`src/rtl/seq_state_reg.sv`:
```
// State register for an externally computed sequence detector: holds the current
// state, emits a detect pulse on entry to s3, and counts accepted bits and s3 entries.
module seq_state_reg #(
   parameter int CNT_W = 8
) (
   input  logic             clk,
   input  logic             rst_n,
   input  logic             in_bit,
   input  logic             in_valid,
   input  logic             clr,
   input  logic [1:0]       nextstate,
   output logic             tf_in,
   output logic [1:0]       currstate,
   output logic             detect,
   output logic [CNT_W-1:0] det_count,
   output logic [CNT_W-1:0] bit_count
);

   typedef enum logic [1:0] {
      S0 = 2'b00,
      S1 = 2'b01,
      S2 = 2'b10,
      S3 = 2'b11
   } state_t;

   localparam logic [CNT_W-1:0] DET_MAX = '1;

   state_t           r_state;
   logic             r_detect;
   logic [CNT_W-1:0] r_det_count;
   logic [CNT_W-1:0] r_bit_count;

   state_t           w_state_next;
   logic             w_detect_next;
   logic [CNT_W-1:0] w_det_count_next;
   logic [CNT_W-1:0] w_bit_count_next;
   logic             w_hit;

   // nextstate is only sampled on an accepted bit, so it may glitch freely otherwise
   assign w_hit = (state_t'(nextstate) == S3);

   always_comb begin
      w_state_next     = r_state;
      w_detect_next    = 1'b0;
      w_det_count_next = r_det_count;
      w_bit_count_next = r_bit_count;
      if (clr) begin
         w_state_next     = S0;
         w_det_count_next = '0;
         w_bit_count_next = '0;
      end else if (in_valid) begin
         w_state_next     = state_t'(nextstate);
         w_detect_next    = w_hit;
         w_bit_count_next = r_bit_count + 1'b1;
         if (w_hit && (r_det_count != DET_MAX)) begin
            w_det_count_next = r_det_count + 1'b1;
         end
      end
   end

   always_ff @(posedge clk or negedge rst_n) begin
      if (!rst_n) begin
         r_state     <= S0;
         r_detect    <= 1'b0;
         r_det_count <= '0;
         r_bit_count <= '0;
      end else begin
         r_state     <= w_state_next;
         r_detect    <= w_detect_next;
         r_det_count <= w_det_count_next;
         r_bit_count <= w_bit_count_next;
      end
   end

   assign tf_in     = in_bit;
   assign currstate = r_state;
   assign detect    = r_detect;
   assign det_count = r_det_count;
   assign bit_count = r_bit_count;

endmodule

```
`config.mk`:
```
export PLATFORM = sky130hd
export DESIGN_NAME = seq_state_reg
export DESIGN_NICKNAME = d
export VERILOG_FILES = /design/src/rtl/seq_state_reg.sv
export SDC_FILE = /design/constraint.sdc
export NUM_CORES = 1
export LEC_CHECK = 0
export BUFFER_PORTS_ARGS = -buffer_cell sky130_fd_sc_hd__buf_2
export CAP_MARGIN = 20
export CORE_MARGIN = 2
export CORE_UTILIZATION = 41
export CTS_BUF_LIST = sky130_fd_sc_hd__clkbuf_8 sky130_fd_sc_hd__clkbuf_16
export CTS_CLUSTER_SIZE = 12
export DETAILED_ROUTE_END_ITERATION = 16
export GPL_ROUTABILITY_DRIVEN = 0
export PLACE_DENSITY = 0.79
export SLEW_MARGIN = 20
export SYNTH_ARGS = -nofsm -noshare
export SYNTH_HDL_FRONTEND = slang
export SYNTH_SLANG_ARGS = --single-unit
```
`constraint.sdc`:
```
create_clock -name clk -period 1.5 [get_ports clk]
set_input_delay 0.225 -clock clk [delete_from_list [all_inputs] [get_ports clk]]
set_output_delay 0.225 -clock clk [all_outputs]
set_load 0.005 [all_outputs]
```
==> Word-level counts from Yosys, hierarchy flattened <==
Index checks and enable logic that the tools add are counted.
Widths: inputs -> output; s select.
{ "op_classes": {"addsub": 2, "eq_ne": 2, "muxes": 9, "n_reduce_logical": 4} }
{ "op_table": {"columns": ["operator", "count"], "rows": [
  ["$mux 8", 5],
  ["$add 8x1->8 const B", 2],
  ["$ne 8x8->1 const B", 1],
  ["$mux 2", 2],
  ["$reduce_bool 2->1", 2],
  ["$eq 2x2->1 const B", 1],
  ["$mux 1", 2],
  ["$reduce_and 2->1", 1],
  ["$logic_and 1x1->1", 1]
]} }
{ "word_totals": {"ff_bits": 19, "output_inout_bits": 20, "word_cells": 21} }

==> Logic depth before layout (Yosys ltp) <==
{ "logic_depth": {"depth_word": 5, "depth_mapped": 4} }

==> Worst setup path before layout <==
No wires, ideal clock.
{ "synth_timing": {"path_type": "reg2reg", "from": "reg r_det_count[0], in the netlist det_count[0]", "to": "reg r_det_count[0], in the netlist det_count[0]", "setup_time_ns": 0.125, "arrival_ns": 1.476, "setup_slack_ns": -0.101, "path_stages_with_launch": 5, "synth_period_minus_slack_ns": 1.601, "path_cell_list": "dfrtp_1 > ha_1 > and2_1 > a41oi_1 > mux2_2"} }
{ "synth_via": {"elab_chain_len": 4, "word_cells_on_any_way": 8, "cone_classes": "add/sub: 1; eq/ne: 1; mux: 3; reduce/logical: 3"} }
{ "synth_rtl": {"columns": ["element", "line_no", "source"], "rows": [
  ["from (decl)", "30", "logic [CNT_W-1:0] r_det_count;"],
  ["from (signal assigned)", "70", "r_det_count <= w_det_count_next;"],
  ["$add 8x1->8 / $ne 8x8->1 (equally long branches)", "56, 55", null],
  ["$mux 8 / $logic_and 1x1->1 (equally long branches)", "55", "if (w_hit && (r_det_count != DET_MAX)) begin"],
  ["$mux 8 / $reduce_bool 2->1 (equally long branches)", null, null],
  ["$mux 8 / $reduce_and 2->1 (equally long branches)", null, null]
]} }
Parallel ways exist; a longest one is shown, timed or not. The select of a mux whose other input is x is not followed.
A chain may end at the register's enable or synchronous reset.

==> Final worst setup path <==
Same ends and word-level chain as after synthesis.

==> flow_summary.yaml <==
finish:
  stdcell_count: 154
  multiInputGateArea_sq_um: 469
  fillCellCount: 216
  final_common_cell: "buf_2"
  drive_gt1_share_pct: 31.0
  final_cell_mix: "24 x buf_2, 19 x dfrtp_1, 9 x nor2_1, 7 x a21oi_1"
  area_growth_pct: 25.3
  fin_nets: 136
  seq_area_sq_um: 475
  diodes: 0
  fin_area_sq_um: 1210
sta:
  hold-worst-slack_ps: 286
  rsz0062_at_grt: "false"
  relSlewSlack_pct: 71.4
  fin_crit_sh_pct: 94.0
  setup_violations: 0
  finalWorstSetupSlack_ps: 90.4
  max_freq_ghz: 0.709
  period_minus_slack_ps: 1410
  tns_ps: 0
  clock_skew_ps: 5.96
  slew_viol_final: 0
  hold_violations: 0
  worst_pin_slew_ps: 428
yosys:
  synth-seq-area-share_pct: 49.3
  syn_area_sq_um: 965
  synth-seq-cells: 19
  ys_async_sr_fraction_pct: 100
  syn_inst: 95
  synth.avg_cell_area_sq_um: 10.2
  synthDistinctLibCells: 31
  ys.flop_type: "dfrtp_1"
  synth_nets: 104
  synth_edf_count: 0
  ys_warn_count: 0
floorplan:
  rows: 17
  core-area_sq_um: 2210
  dieHeight_um: 52.5
  start_util_pct: 43.6
  die_width_um: 52.5
  ios: 27
  die-area_sq_um: 2760
grt:
  antenna_found_initial: 0
  grt_max_degree: 20
  grt_usage_pct: 18.6
  use_met2_pct: 30.0
  use_met3_pct: 2.00
  gr-total-overflow: 0
  grt_pass1_vias: 868
  grt_use_met1_pct: 23.8
  grt_first_pass_wirelength_um: 3750
  top_usage_layer: "met2"
clocking:
  cts_max_level: 1
  cts.path.max_buffers: 2
  path_clk_slew_ps: 70
  cts_tree: "done"
  cts_root_buf: "clkbuf_8"
  cts_buffers: 3
  cts.sinks: 19
  insertion_delay_ps: 260
critical_path:
  startpoint: "det_count[0]"
  cp_slowest_cell: "dfrtp_1"
  worstPathArrival_ps: 1560
  regToRegStartpoint: "det_count[0]"
  cpPeakStageDelay_ps: 390
  cp.required_ps: 1650
  start_kind: "flop"
  critPathCaptureType: "flop"
  critPathMaxFanout: 3
  crit_path_cell_trace: "ha_2 > and2_1 > a41oi_2 > mux2_2"
  critical_path_class: "reg -> reg"
pwr:
  total_leakage_power_nw: 0.583
  ir_drop_mv: 0.531
  p_per_area_nw_per_um2: 815
worst_hold_path:
  min_path_type: "in -> reg"
  worst_hold_startpoint: "nextstate[1]"
place:
  hpwl_um: 1530
  port_buffers: 24
  place_inst: 149
  dpl_worst_slack_ps: 55.5
  dpl_cell_area_sq_um: 1150
routing:
  wl_per_cell_um: 13.8
  via_per_inst: 5.73
  vias: 883
  drt-total-wl_um: 2130
  ant_nets: 0
  drc: 0
  drtPass1Iterations: 4
  drt_iter0_drc: 10
run:
  cap_viol_max_count: 0
run_status:
  status: "complete, no violations"
==> through the flow <==
stage	utilization [%]	total power, W
after floorplan	-	0.000586
after global placement	52.1	0.000621
after detailed placement	52.1	0.000625
after CTS	54.6	0.000991
after global routing	54.6	0.00102
final	54.6	0.000985
==> sequential cells by signal, indices dropped and copies added (netlist names) <==
register / count
det_count: 8
detect: 1
bit_count: 8
currstate: 2
==> kinds of logic (layout without fill, tap and decap cells) <==
family | Yosys count | after routing | synth area share [%]
simple gates | 40 | 40 | 23.3
compound gates | 19 | 19 | 12.7
flops | 19 | 19 | 49.3
buf+inv | 6 | 37 | 3.11
mux | 5 | 5 | 5.32
xor+xnor | 4 | 4 | 3.63
fa+ha+maj | 2 | 2 | 2.59
==> cell type report <==
| class | count | share of cell area, % |
|---|---|---|
| Timing Repair Buffer | 31 | 14.5 |
| Multi-Input combinational cell | 70 | 38.8 |
| Tap cell | 28 | 2.90 |
| Clock buffer | 3 | 3.42 |
| Clock inverter | 1 | 0.414 |
| Sequential cell | 19 | 39.3 |
| Inverter | 2 | 0.621 |
==> power by group <==
group          total (W)  internal (W)  switching [W]  leakage, nW
Sequential      0.000533      0.000523     0.00000981        0.262
Clock           0.000369      0.000185       0.000183       0.0255
Combinational  0.0000834     0.0000346      0.0000488        0.295
Total           0.000985      0.000743       0.000242        0.583
==> timing repair <==
| item | 4_1_cts | 5_1_grt |
|---|---|---|
| hold endpoints to repair | 19 | 0 |
| buffers inserted | 0 | 0 |
| endpoints found under the setup margin | 0 | 1 |
| hold buffers | 1 | 0 |
| gates resized for setup | 0 | 0 |
==> layer usage <==
layer / part of all wire [%] / wire [um]
met1: 45 / 954
met4: 2.4 / 52
met5: 0 / 0
met2: 49 / 1040
met3: 3.8 / 81
==> critical path: cells and delay by family (launching register included) <==
| family | cells | cell delay, ps |
|---|---|---|
| and+or+nand+nor | 1 | 180 |
| DFF | 1 | 390 |
| AOI/OAI and AO/OA | 1 | 180 |
| adders and majority gates | 1 | 190 |
| muxes | 1 | 350 |
==> synth_stat cells (2+ instances only) <==
cell type,instances,area [sq um]
clkbuf_1,2,7.51
o21ai_0,4,20.0
buf_4,2,15.0
nand2_1,6,22.5
dfrtp_1,19,475
nand4_1,5,31.3
a41oi_1,2,17.5
inv_1,2,7.51
and4_1,2,17.5
nor3_1,4,20.0
a311oi_1,2,17.5
mux2i_1,4,40.0
ha_1,2,25.0
nand3_1,3,15.0
nor2_1,9,33.8
and3_1,3,18.8
a211oi_1,2,15.0
xor2_1,3,26.3
a21oi_1,7,35.0
==> worst paths after layout <==
check                           slack [ps]  cells after the start           end
worst max-delay path                    90                      4  det_count[0]
worst min-delay path                   290                      3  currstate[1]
worst max register to register          90                      4  det_count[0]
worst min register to register         540                      2  currstate[1]
max in group asynchronous              770                      2  det_count[7]
min in group asynchronous              420                      2  bit_count[0]
Note: power is estimated with default switching activity, not from simulation.
